$ cat src/rtl/burst_arb_pkg.sv
// Shared types and helpers for the frame-granular burst stream arbiter.
// Latency: n/a (package only).
// Backpressure: n/a (package only).
package burst_arb_pkg;

    // Arbiter FSM states: waiting for a SOF, or holding a frame grant for one source
    typedef enum logic [1:0] {
        IDLE   = 2'd0,
        GRANT0 = 2'd1,
        GRANT1 = 2'd2
    } arb_state_t;

    // Bit of tuser that marks the first burst of a frame
    localparam int SOF_BIT = 0;

    // Number of input beats that make up one frame
    function automatic int bursts_per_frame(input int rows, input int cols, input int ppb);
        return (rows * cols) / ppb;
    endfunction

endpackage

$ cat src/rtl/rr_frame_arbiter.sv
// Round-robin frame grant FSM: picks a source on its SOF beat and holds it for one whole frame.
// Latency: grant is registered; the granted SOF beat transfers the cycle after IDLE sees it.
// Backpressure: frame progress advances only on master handshakes; stalls simply hold burst_cnt.
module rr_frame_arbiter
    import burst_arb_pkg::*;
#(
    parameter int BURSTS_PER_FRAME = 40
) (
    input  logic       clk,
    input  logic       s_axis_resetn,
    input  logic [1:0] sof_req,
    input  logic       beat_hs,
    input  logic       beat_sof,
    output logic [1:0] grant,
    output logic       frame_done,
    output logic       mid_sof
);

    // A one-beat frame still needs a one-bit counter to keep the logic well formed
    localparam int BCW = (BURSTS_PER_FRAME > 1) ? $clog2(BURSTS_PER_FRAME) : 1;
    localparam logic [BCW-1:0] LAST_BEAT = BCW'(BURSTS_PER_FRAME - 1);

    arb_state_t     state;
    logic           last_grant;
    logic [BCW-1:0] burst_cnt;
    logic           pick1;

    // A SOF on the granted source while a frame is underway is a protocol error;
    // it restarts the frame, so it can never also be the closing beat.
    assign mid_sof    = beat_hs && beat_sof && (burst_cnt != '0);
    assign frame_done = beat_hs && !mid_sof && (burst_cnt == LAST_BEAT);

    // Source 1 wins when it alone has a SOF, or on a tie when source 0 went last
    assign pick1 = sof_req[1] && (!sof_req[0] || !last_grant);

    // Grant FSM: IDLE waits for a SOF, GRANTn counts bursts until the frame closes
    always_ff @(posedge clk) begin
        if (!s_axis_resetn) begin
            state      <= IDLE;
            grant      <= 2'b00;
            last_grant <= 1'b1;
            burst_cnt  <= '0;
        end else begin
            case (state)
                IDLE: begin
                    burst_cnt <= '0;
                    if (|sof_req) begin
                        state <= pick1 ? GRANT1 : GRANT0;
                        grant <= pick1 ? 2'b10 : 2'b01;
                    end
                end
                GRANT0, GRANT1: begin
                    if (mid_sof) begin
                        // The offending SOF is beat 0 of a fresh frame
                        burst_cnt <= BCW'(1);
                    end else if (frame_done) begin
                        burst_cnt  <= '0;
                        last_grant <= (state == GRANT1);
                        state      <= IDLE;
                        grant      <= 2'b00;
                    end else if (beat_hs) begin
                        burst_cnt <= burst_cnt + BCW'(1);
                    end
                end
                default: begin
                    state     <= IDLE;
                    grant     <= 2'b00;
                    burst_cnt <= '0;
                end
            endcase
        end
    end

endmodule

$ cat src/rtl/burst_stream_arbiter.sv
// Shares one sequentializer port between two burst streams, one whole frame at a time.
// Latency: zero-latency data mux; one dead cycle in IDLE between consecutive frames.
// Backpressure: granted source sees m_axis_tready; other source stalled (or drained if DROP_OTHER).
module burst_stream_arbiter
    import burst_arb_pkg::*;
#(
    parameter int PIXEL_BIT_WIDTH  = 10,
    parameter int PIXELS_PER_BURST = 10,
    parameter int USER_WIDTH       = 2,
    parameter int IN_ROWS          = 20,
    parameter int IN_COLS          = 20,
    parameter int DROP_OTHER       = 0,
    parameter int CNT_WIDTH        = 16
) (
    input  logic                                        clk,
    input  logic                                        s_axis_resetn,
    input  logic                                        s0_axis_tvalid,
    output logic                                        s0_axis_tready,
    input  logic [PIXEL_BIT_WIDTH*PIXELS_PER_BURST-1:0] s0_axis_tdata,
    input  logic [USER_WIDTH-1:0]                       s0_axis_tuser,
    input  logic                                        s1_axis_tvalid,
    output logic                                        s1_axis_tready,
    input  logic [PIXEL_BIT_WIDTH*PIXELS_PER_BURST-1:0] s1_axis_tdata,
    input  logic [USER_WIDTH-1:0]                       s1_axis_tuser,
    output logic                                        m_axis_tvalid,
    input  logic                                        m_axis_tready,
    output logic [PIXEL_BIT_WIDTH*PIXELS_PER_BURST-1:0] m_axis_tdata,
    output logic [USER_WIDTH-1:0]                       m_axis_tuser,
    output logic                                        m_axis_tid,
    output logic                                        grant_active,
    output logic [CNT_WIDTH-1:0]                        frame_cnt0,
    output logic [CNT_WIDTH-1:0]                        frame_cnt1,
    output logic [CNT_WIDTH-1:0]                        drop_cnt,
    output logic                                        sof_err
);

    localparam int BURSTS_PER_FRAME = bursts_per_frame(IN_ROWS, IN_COLS, PIXELS_PER_BURST);

    logic [1:0] grant;
    logic [1:0] sof_req;
    logic       sel1;
    logic       beat_hs;
    logic       beat_sof;
    logic       frame_done;
    logic       mid_sof;
    logic       drop_sof;

    // Only a SOF can open a grant; non-SOF beats in IDLE are stale and get flushed
    assign sof_req[0] = s0_axis_tvalid && s0_axis_tuser[SOF_BIT];
    assign sof_req[1] = s1_axis_tvalid && s1_axis_tuser[SOF_BIT];

    rr_frame_arbiter #(
        .BURSTS_PER_FRAME (BURSTS_PER_FRAME)
    ) u_arb (
        .clk           (clk),
        .s_axis_resetn (s_axis_resetn),
        .sof_req       (sof_req),
        .beat_hs       (beat_hs),
        .beat_sof      (beat_sof),
        .grant         (grant),
        .frame_done    (frame_done),
        .mid_sof       (mid_sof)
    );

    // Zero-latency mux; with no grant it rests on source 0 and holds tvalid low
    assign sel1          = grant[1];
    assign grant_active  = |grant;
    assign m_axis_tid    = sel1;
    assign m_axis_tdata  = sel1 ? s1_axis_tdata : s0_axis_tdata;
    assign m_axis_tuser  = sel1 ? s1_axis_tuser : s0_axis_tuser;
    assign m_axis_tvalid = (grant[0] && s0_axis_tvalid) || (grant[1] && s1_axis_tvalid);

    assign beat_hs  = m_axis_tvalid && m_axis_tready;
    assign beat_sof = m_axis_tuser[SOF_BIT];

    // Source readies: flush stale beats in IDLE, follow the master when granted,
    // and either stall or drain the losing source during a grant
    always_comb begin
        s0_axis_tready = 1'b0;
        s1_axis_tready = 1'b0;
        if (!grant_active) begin
            s0_axis_tready = !s0_axis_tuser[SOF_BIT];
            s1_axis_tready = !s1_axis_tuser[SOF_BIT];
        end else begin
            s0_axis_tready = grant[0] ? m_axis_tready : (DROP_OTHER != 0);
            s1_axis_tready = grant[1] ? m_axis_tready : (DROP_OTHER != 0);
        end
    end

    // A discarded frame is counted by its SOF beat on the drained source
    assign drop_sof = (grant[0] && s1_axis_tvalid && s1_axis_tready && s1_axis_tuser[SOF_BIT]) ||
                      (grant[1] && s0_axis_tvalid && s0_axis_tready && s0_axis_tuser[SOF_BIT]);

    // Status counters: wrap freely; frame end and drop may land in the same cycle
    always_ff @(posedge clk) begin
        if (!s_axis_resetn) begin
            frame_cnt0 <= '0;
            frame_cnt1 <= '0;
            drop_cnt   <= '0;
        end else begin
            if (frame_done && !sel1) begin
                frame_cnt0 <= frame_cnt0 + CNT_WIDTH'(1);
            end
            if (frame_done && sel1) begin
                frame_cnt1 <= frame_cnt1 + CNT_WIDTH'(1);
            end
            if (drop_sof) begin
                drop_cnt <= drop_cnt + CNT_WIDTH'(1);
            end
        end
    end

    // Sticky protocol error flag, cleared only by reset
    always_ff @(posedge clk) begin
        if (!s_axis_resetn) begin
            sof_err <= 1'b0;
        end else if (mid_sof) begin
            sof_err <= 1'b1;
        end
    end

endmodule

$ cat config.mk
export PLATFORM = sky130hd
export DESIGN_NAME = burst_stream_arbiter
export DESIGN_NICKNAME = d
export VERILOG_FILES = /design/src/rtl/burst_arb_pkg.sv /design/src/rtl/rr_frame_arbiter.sv /design/src/rtl/burst_stream_arbiter.sv
export SDC_FILE = /design/constraint.sdc
export NUM_CORES = 1
export LEC_CHECK = 0
export BUFFER_PORTS_ARGS = -buffer_cell sky130_fd_sc_hd__buf_4
export CAP_MARGIN = 20
export CORE_AREA = 3 3 142 144
export CTS_BUF_LIST = sky130_fd_sc_hd__clkbuf_8
export DETAILED_ROUTE_END_ITERATION = 16
export DIE_AREA = 0 0 145 147
export HOLD_SLACK_MARGIN = 0.15
export SLEW_MARGIN = 40
export SYNTH_ARGS = -nofsm -noshare
export SYNTH_HDL_FRONTEND = slang
export SYNTH_SLANG_ARGS = --single-unit
$ cat constraint.sdc
create_clock -name clk -period 2.8 [get_ports clk]
set_clock_uncertainty 0.15 [all_clocks]
set_input_delay 0 -clock clk [delete_from_list [all_inputs] [get_ports clk]]
set_output_delay 0 -clock clk [all_outputs]
set_load 0.01 [all_outputs]
# [After elaboration in Yosys (flattened, before gate mapping)]
# Index checks and enable logic that the tools add are counted.
[totals] register_bits=58 input_bits=209 word_cells=72
[op_classes] add_sub_neg=4 n_eq_ne=6 n_mux=14 n_bitwise=3 n_reduce_logical=37
[ops] operator="100-bit two-way mux" n=1
[ops] operator="16-bit by 1-bit adder with 16-bit output (second input constant)" n=3
[ops] operator="1-bit logical AND" n=18
[ops] operator="2-bit two-way mux" n=5
[ops] operator="1-bit two-way mux" n=7
[ops] operator="6-bit by 1-bit adder with 6-bit output (second input constant)" n=1
[ops] operator="6-bit == test (second input constant)" n=1
[ops] operator="1-bit zero test" n=6
[ops] operator="3-bit AND reduction" n=2
[ops] operator="6-bit nonzero test" n=1
[ops] operator="2-bit OR reduction" n=3
[ops] operator="2-bit != test (second input constant)" n=2
[ops] operator="2-bit case mux with 2 select lines" n=1
[ops] operator="4-bit OR reduction" n=1
[ops] operator="1-bit logical OR" n=3
[ops] operator="1-bit NOT" n=3
[ops] operator="3-bit nonzero test" n=1
[ops] operator="2-bit by 1-bit == test with 1-bit output (second input constant)" n=1
[ops] operator="2-bit == test (second input constant)" n=1
[ops] operator="2-bit zero test" n=1
[ops] operator="2-bit by 1-bit != test with 1-bit output (second input constant)" n=1
[ops] operator="2-bit AND reduction" n=1

# [Logic depth before layout (Yosys ltp)]
# Gate-level depths: netlist (run 1).
[logic_depth] ltp_word=11 ltp_mapped=8 mapped_depth_nobuf=6

# [Cells and area by module]
# Synthesis (run 1) repeated with hierarchy kept, for this count alone.
[hier_totals] hier_cells=440 hier_area_um2=3990.1
[by_module_without_submodules] module="burst_stream_arbiter" instances=1 cells_each=380 area_per_inst_um2=3467.1 seq_area_each_um2=980.9
[by_module_without_submodules] module="rr_frame_arbiter" instances=1 cells_each=60 area_per_inst_um2=523.0 seq_area_each_um2=180.2

# [Worst setup path after synthesis (run 1)]
# Ideal clock, no wire load.
[synth_path] path_kind="register -> register" startpoint="register, netlist name u_arb.state[1]" endpoint="register drop_cnt[13]" setup_time_ns=0.070 t_arrival_ns=2.019 required_time_ns=2.580 setup_slack_ns=0.562 stages_incl_launch_ff=9 period_less_slack_ns=2.238 cell_sequence="dfxtp_1 buf_4 inv_1 ha_1 and4b_4 nand3_4 buf_6 or4_1 a21oi_1"
[synth_lines] item="end signal, assigned" line_no="burst_stream_arbiter.sv:108" rtl="drop_cnt <= drop_cnt + CNT_WIDTH'(1);"
[synth_lines] item="end, declared" line_no="burst_stream_arbiter.sv:33" rtl="output logic [CNT_WIDTH-1:0] drop_cnt,"

# [Worst setup path after layout (run 1)]
[layout_path] startpoint="register u_arb.state[1]" endpoint="register u_arb.state[0]"
[layout_via] elab_chain_cells=10 word_cells_on_any_way=18 cone_classes="5 x eq/ne; 2 x mux; 11 x reduce/logical"
[layout_lines] item="start, declared" line_no="rr_frame_arbiter.sv:23" rtl="arb_state_t state;"
[layout_lines] item="start signal, assigned" line_no="rr_frame_arbiter.sv:48" rtl="state <= pick1 ? GRANT1 : GRANT0;"
[layout_lines] item="1-bit logical AND"
[layout_lines] item="1-bit logical OR"
[layout_lines] item="1-bit logical AND (3 in series)"
[layout_lines] item="1-bit zero test"
[layout_lines] item="1-bit logical AND (2 in series)"
[layout_lines] item="2-bit != test (no source line)"
[layout_lines] item="3-bit AND reduction (no source line)"
# Several ways; a longest one is shown, not always the timed one.
# A chain may end at the register's enable or synchronous reset.

==> results of run 1 <==
[sequential cells by signal, summed over array words and instances (netlist names)]
signal,cells
drop_cnt,16
frame_cnt0,16
frame_cnt1,16
u_arb.burst_cnt,6
u_arb.state,2
sof_err,1
u_arb.last_grant,1
[worst max-delay path, cell delays in order, from the launching register on]
cell                            delay (ns)
sky130_fd_sc_hd__dfxtp_4              0.45
sky130_fd_sc_hd__mux2i_1              0.26
sky130_fd_sc_hd__dlygate4sd3_1        0.61
sky130_fd_sc_hd__and4_1               0.26
sky130_fd_sc_hd__o22ai_1              0.13
sky130_fd_sc_hd__mux2i_1              0.14
sky130_fd_sc_hd__dlygate4sd3_1        0.57
[logic make-up (layout without fill, tap and decap cells)]
logic type,after synthesis,after routing,synth area share [%]
xor+xnor,8,8,1.649
buf+inv,52,411,5.241
other cells,0,1,0
compound gates,88,88,13.52
simple gates,152,152,21.32
mux,110,110,28.89
fa+ha+maj,7,7,2.061
flops,58,58,27.33
[worst min-delay path by stage]
| stage | from | endpoint | cells past startpoint |
|---|---|---|---|
| floorplan | s0_axis_tuser[0] | s0_axis_tready | 1 |
| global placement | s0_axis_tdata[45] | m_axis_tdata[45] | 3 |
| detailed placement | s0_axis_tdata[78] | m_axis_tdata[78] | 3 |
| CTS | s0_axis_tvalid | drop_cnt[2] | 5 |
| global route | s0_axis_tdata[78] | m_axis_tdata[78] | 3 |
| finish | s0_axis_tdata[15] | m_axis_tdata[15] | 3 |
[area by class of cell]
type                            count  area (um^2)  share of cell area [%]
Antenna cell                        1        2.502                 0.03351
Clock buffer                       12        165.2                   2.211
Clock inverter                      4        25.02                  0.3351
Inverter                           18        67.56                  0.9047
Multi-Input combinational cell    365         2865                   38.36
Sequential cell                    58         1165                   15.60
Tap cell                          260        325.3                   4.356
Timing Repair Buffer              377         2853                   38.20
[layout by cell type (no fill, tap or decap), drive strengths merged, types with 2 or more instances in the layout]
cell / instances
inv: 18
or3: 8
a31o: 2
nor4: 8
mux2: 101
and3: 6
nor2: 13
o31a: 2
nand2: 25
nand3: 31
clkinvlp: 2
clkbuf: 12
o21ai: 12
o21a: 2
or4: 21
a22o: 2
o41ai: 4
and2: 4
o311ai: 5
dlygate4sd3: 9
ha: 7
and4: 10
a21oi: 34
xor2: 7
buf: 368
dfxtp: 58
nand2b: 9
o31ai: 20
mux2i: 9
clkinv: 2
nand4: 13
[per-layer routing]
layer | track usage [%] | up-vias | routed length, um
li1 | - | 2524 | -
met1 | 28.07 | 2525 | 10610
met2 | 38.12 | 218 | 12500
met3 | 8.328 | 16 | 2443
met4 | 3.800 | 0 | 253
met5 | 0 | - | 0
[metrics by stage]
stage	total power (W)	setup WS [ns]	std cells	util, %	cell area (um^2)
global route	0.003058	0.003620	1094	39.65	7466
detailed placement	0.002175	0.5554	1069	38.16	7186
floorplan	0.001429	0.5617	475	-	4249
CTS	0.002948	0.1841	1094	39.65	7466
finish	0.002925	0.1205	1095	39.66	7468
global placement	0.002175	0.5871	1069	38.16	7186
[cell usage after synthesis (all sizes together) (12+ instances only)]
library cell / number / area, um^2
clkbuf: 20 / 75.07
nand3: 31 / 167.7
a21oi: 34 / 170.2
buf: 14 / 80.07
or4: 21 / 157.7
nor2: 13 / 48.80
o31ai: 20 / 150.1
nand4: 13 / 87.58
dfxtp: 58 / 1161
mux2: 101 / 1137
o21ai: 12 / 60.06
nand2: 25 / 93.84
inv: 18 / 67.56
[where the power goes]
group	switching, W	leakage, nW	internal (W)
registers	0.0000198	0.468	0.000835
clock network	0.000369	0.0944	0.000391
logic	0.000632	2.64	0.000678
total	0.00102	3.20	0.00190
[repair_timing]
action | in CTS | in global routing
endpoints found under the hold margin | 28 | 0
hold buffers | 9 | 0
gates resized for setup | 0 | 0
endpoints found under the setup margin | 0 | 0
==> flow_summary.json, run 1 <==
{
  "dr_total_vias": 5283,
  "route.detailed.wl_per_inst_um": 23.56,
  "wirelength_um": 25800,
  "first_iter_violations": 274,
  "worst_ep_arrival_time_ns": 2.76,
  "cts.repair_timing.setup_buffer_count": 0,
  "grt_usage_pct": 22.56,
  "clkTransAtPathRegs_ns": 0.07,
  "final.setup.tns_ns": 0,
  "layout-area-overhead-vs-synth_pct": 75.77,
  "fp.dieArea_um2": 21320,
  "final-max-slew-violation-count": 0,
  "grt_pass1_wl_um": 35320,
  "reg2reg_setup_slack_ns": 0.12,
  "max-slew-margin-rel_pct": 51.23,
  "timing.final.hold_violations": 0,
  "cts.sink_count": 58,
  "htreeDepth": 3,
  "synth_cells": 475,
  "final-setup-viol-count": 0,
  "global_route.overflow_total": 0,
  "finalCritPeriodShare_pct": 95.69,
  "criticalPathCategory": "flip-flop to flip-flop",
  "synth.cell_area_um2": 4249,
  "timing.critical_path.from": "u_arb.state[1]",
  "achievable-frequency_ghz": 0.3732,
  "cts_root_buffer": "sky130_fd_sc_hd__clkbuf_8",
  "dp.final_hpwl_um": 22050,
  "row_count": 50,
  "port_buffers": 364,
  "setup.worst_path.start_class": "flip-flop",
  "vias_per_cell": 4.825,
  "antenna_found_initial": 3,
  "timing.critical_path.to": "u_arb.state[0]",
  "end_kind": "flip-flop",
  "reg2reg_to": "u_arb.state[0]",
  "postSynthRegisterBits": 58,
  "power_density_over_cell_area_nw_per_um2": 391.6,
  "dominantRegCellSynth": "sky130_fd_sc_hd__dfxtp_1",
  "crit_fanout": 16,
  "count_of_flip_flops_with_a_built_in_enable_after_synthesis": 0,
  "drcViolationCount": 0,
  "drv_cap": 0,
  "ys.warnings.count": 0,
  "boundaryPins": 365,
  "worstRegToRegCells": 6,
  "chipWidth_um": 145,
  "timing.rr.start": "u_arb.state[1]",
  "tightestPinTransition_ns": 0.7306,
  "core_region_area_um2": 18830,
  "synth_nets": 691,
  "drtPass1Iterations": 6,
  "grt_setup_unrepaired": "false",
  "synthDistinctLibCells": 48,
  "hold_class": "input pin to primary output",
  "route.antenna.remaining_nets": 0,
  "postSynthAreaPerCell_um2": 8.945,
  "insertion_delay_ns": 0.34,
  "first_global_vias": 5157,
  "worst_case_clock_buffer_depth": 2,
  "nFillCells": 1981,
  "worst_hold_slack_ns": 0.1580,
  "tritoncts_clock_tree": "built",
  "required_ns": 2.88,
  "grt_start_max_net_pins": 55,
  "layout.nets": 1045,
  "floorplan.initialDensity_pct": 22.56,
  "result_of_the_run": "finished, final reports clean",
  "leakage_nw": 3.204,
  "finalCriticalPeriod_ns": 2.679,
  "ys_seq_area_share_pct": 27.33,
  "drive_gt1_share_pct": 59.47,
  "asyncSetResetFlopFracSynth_pct": 0,
  "cts_buffers": 9,
  "die_height_um": 147,
  "gp_congestion": 0.8604,
  "vdd_drop_max_uv": 217.2
}
Note: power is estimated with default switching activity, not from simulation.
==> run 2, diff against run 1 <==
CELL_PAD_IN_SITES_DETAIL_PLACEMENT = 0   (was default)
CELL_PAD_IN_SITES_GLOBAL_PLACEMENT = 1   (was default)
CORE_AREA = 3 3 140 142   (was 3 3 142 144)
DIE_AREA = 0 0 143 145   (was 0 0 145 147)
PLACE_DENSITY_LB_ADDON = 0.1   (was default)
==> run 2 against run 1 <==
Clock power about the same. Via count is 0.61% higher. Cell area is 0.12% higher. Final cell count is 2.1% lower. Fmax is 12% higher. Highest routed layer is now met5. Largest cell class is now non-clock buffers. Sequential share of layout area hardly changed. Critical path depth shrank 2. Clock-buffer cell count is 1 higher.
==> flow_summary.json, run 2 (same netlist as run 1, synthesis figures left out) <==
{
  "nFillCells": 1943,
  "drive_gt1_share_pct": 59.31,
  "most-common-layout-cells": "370 x sky130_fd_sc_hd__buf_4, 101 x sky130_fd_sc_hd__mux2_2, 57 x sky130_fd_sc_hd__dfxtp_1, 34 x sky130_fd_sc_hd__a21oi_1, 30 x sky130_fd_sc_hd__nand3_1",
  "final_common_cell": "sky130_fd_sc_hd__buf_4",
  "drcViolationCount": 0,
  "core_region_area_um2": 18580,
  "antenna_found_initial": 2,
  "detailedPlace.worstSlack_ns": 0.5258,
  "port_buffers": 364,
  "grt_pass1_wl_um": 34020,
  "final-setup-viol-count": 0,
  "drv_cap": 0,
  "boundaryPins": 365,
  "achievable-frequency_ghz": 0.4188,
  "row_count": 50,
  "grt_setup_unrepaired": "false",
  "grt_usage_pct": 22.16,
  "cts_buffers": 9,
  "post_dp_cell_area_um2": 7168,
  "timing.final.hold_violations": 0,
  "criticalPathCategory": "flip-flop to primary output",
  "cts.repair_timing.setup_buffer_count": 0,
  "die_height_um": 145,
  "hold_class": "input pin to primary output",
  "dr_total_vias": 5315,
  "final_design_area_no_fill_um2": 7477,
  "max-slew-margin-rel_pct": 49.87,
  "required_ns": 2.65,
  "vdd_drop_max_uv": 187.6,
  "final.setup.tns_ns": 0,
  "crit_fanout": 42,
  "gp_congestion": 0.9894,
  "first_global_vias": 5260,
  "setup.worst_path.start_class": "flip-flop",
  "cts.sink_count": 58,
  "end_kind": "primary output",
  "global_route.overflow_total": 0,
  "wirelength_um": 23930,
  "tightestPinTransition_ns": 0.7509,
  "dp.final_hpwl_um": 20070,
  "largestRegisters": "drop_cnt (16), frame_cnt0 (16), frame_cnt1 (16)",
  "htreeDepth": 3,
  "grt_start_max_net_pins": 47,
  "route.antenna.remaining_nets": 0,
  "clkTransAtPathRegs_ns": 0.07,
  "power_w": 0.002859,
  "vias_per_cell": 4.958,
  "floorplan.initialDensity_pct": 22.87,
  "power_density_over_cell_area_nw_per_um2": 382.4,
  "drtPass1Iterations": 5,
  "tritoncts_clock_tree": "built",
  "worst_case_clock_buffer_depth": 2,
  "leakage_nw": 3.234,
  "fp.dieArea_um2": 20740,
  "finalCriticalPeriod_ns": 2.388,
  "chipWidth_um": 143,
  "cts_root_buffer": "sky130_fd_sc_hd__clkbuf_8",
  "insertion_delay_ns": 0.35,
  "final-max-slew-violation-count": 0,
  "first_iter_violations": 433,
  "setup_ws_ns": 0.4120,
  "route.detailed.wl_per_inst_um": 22.32,
  "worst_ep_arrival_time_ns": 2.24,
  "diodes": 0,
  "result_of_the_run": "finished, final reports clean",
  "ctsResizeCount": 0,
  "layout.nets": 1050,
  "layout-area-overhead-vs-synth_pct": 75.97,
  "finalCritPeriodShare_pct": 85.29
}
==> run 2: cell count changes in the layout (fill, tap and decap cells not counted) <==
cell / delta
sky130_fd_sc_hd__clkinvlp_4: -2
sky130_fd_sc_hd__dlygate4sd3_1: +3
sky130_fd_sc_hd__diode_2: -1
sky130_fd_sc_hd__clkbuf_8: +1
sky130_fd_sc_hd__buf_4: +2
==> run 2: power by group <==
group / switching [W] / leakage (nW) / total [W] / internal, W
registers: 0.0000125 / 0.468 / 0.000848 / 0.000836
logic: 0.000570 / 2.67 / 0.00125 / 0.000684
clock network: 0.000346 / 0.101 / 0.000757 / 0.000410
total: 0.000929 / 3.23 / 0.00286 / 0.00193
==> run 2: worst max-delay path: stages, from the launching register on <==
cell and delay [ns]:
sky130_fd_sc_hd__dfxtp_4 0.37, sky130_fd_sc_hd__buf_4 0.31, sky130_fd_sc_hd__buf_4 0.53, sky130_fd_sc_hd__mux2_2 0.48, sky130_fd_sc_hd__buf_4 0.17
==> run 2: per-stage QoR <==
stage	std cells	hold WS (ns)	util, %
4_1_cts	1072	0.1593	40.24
3_3_place_gp	1045	0.1566	38.58
2_1_floorplan	475	-0.03647	-
3_5_place_dp	1045	0.1567	38.58
6_report	1072	0.1574	40.24
5_1_grt	1072	0.1649	40.24
==> run 2: area by class of cell <==
class	count	area, um^2	share of cell area, %
Clock buffer	13	178.9	2.393
Sequential cell	58	1165	15.58
Tap cell	234	292.8	3.916
Multi-Input combinational cell	365	2865	38.32
Timing Repair Buffer	382	2898	38.76
Clock inverter	2	10.01	0.1339
Inverter	18	67.56	0.9036
==> run 2: repair_timing <==
action / CTS / global route
endpoints found under the hold margin: 28 / 0
endpoints found under the setup margin: 0 / 0
hold buffers: 12 / 0
==> run 2: path summary, 6_finish.rpt <==
path | end | slack (ns) | cells after the start | startpoint
worst min register to register | drop_cnt[15] | 0.33 | 2 | drop_cnt[15]
worst max-delay path | m_axis_tdata[64] | 0.41 | 4 | u_arb.state[1]
worst min-delay path | m_axis_tdata[58] | 0.16 | 3 | s0_axis_tdata[58]
worst max register to register | u_arb.burst_cnt[1] | 0.49 | 6 | u_arb.state[1]
==> run 2: metal layers <==
layer	up-vias	GRT usage [%]	part of all wire (%)
li1	2530	-	-
met1	2509	30.46	44
met2	244	33.04	44
met3	28	7.844	10
met4	4	5.513	1.7
met5	-	0	0.092
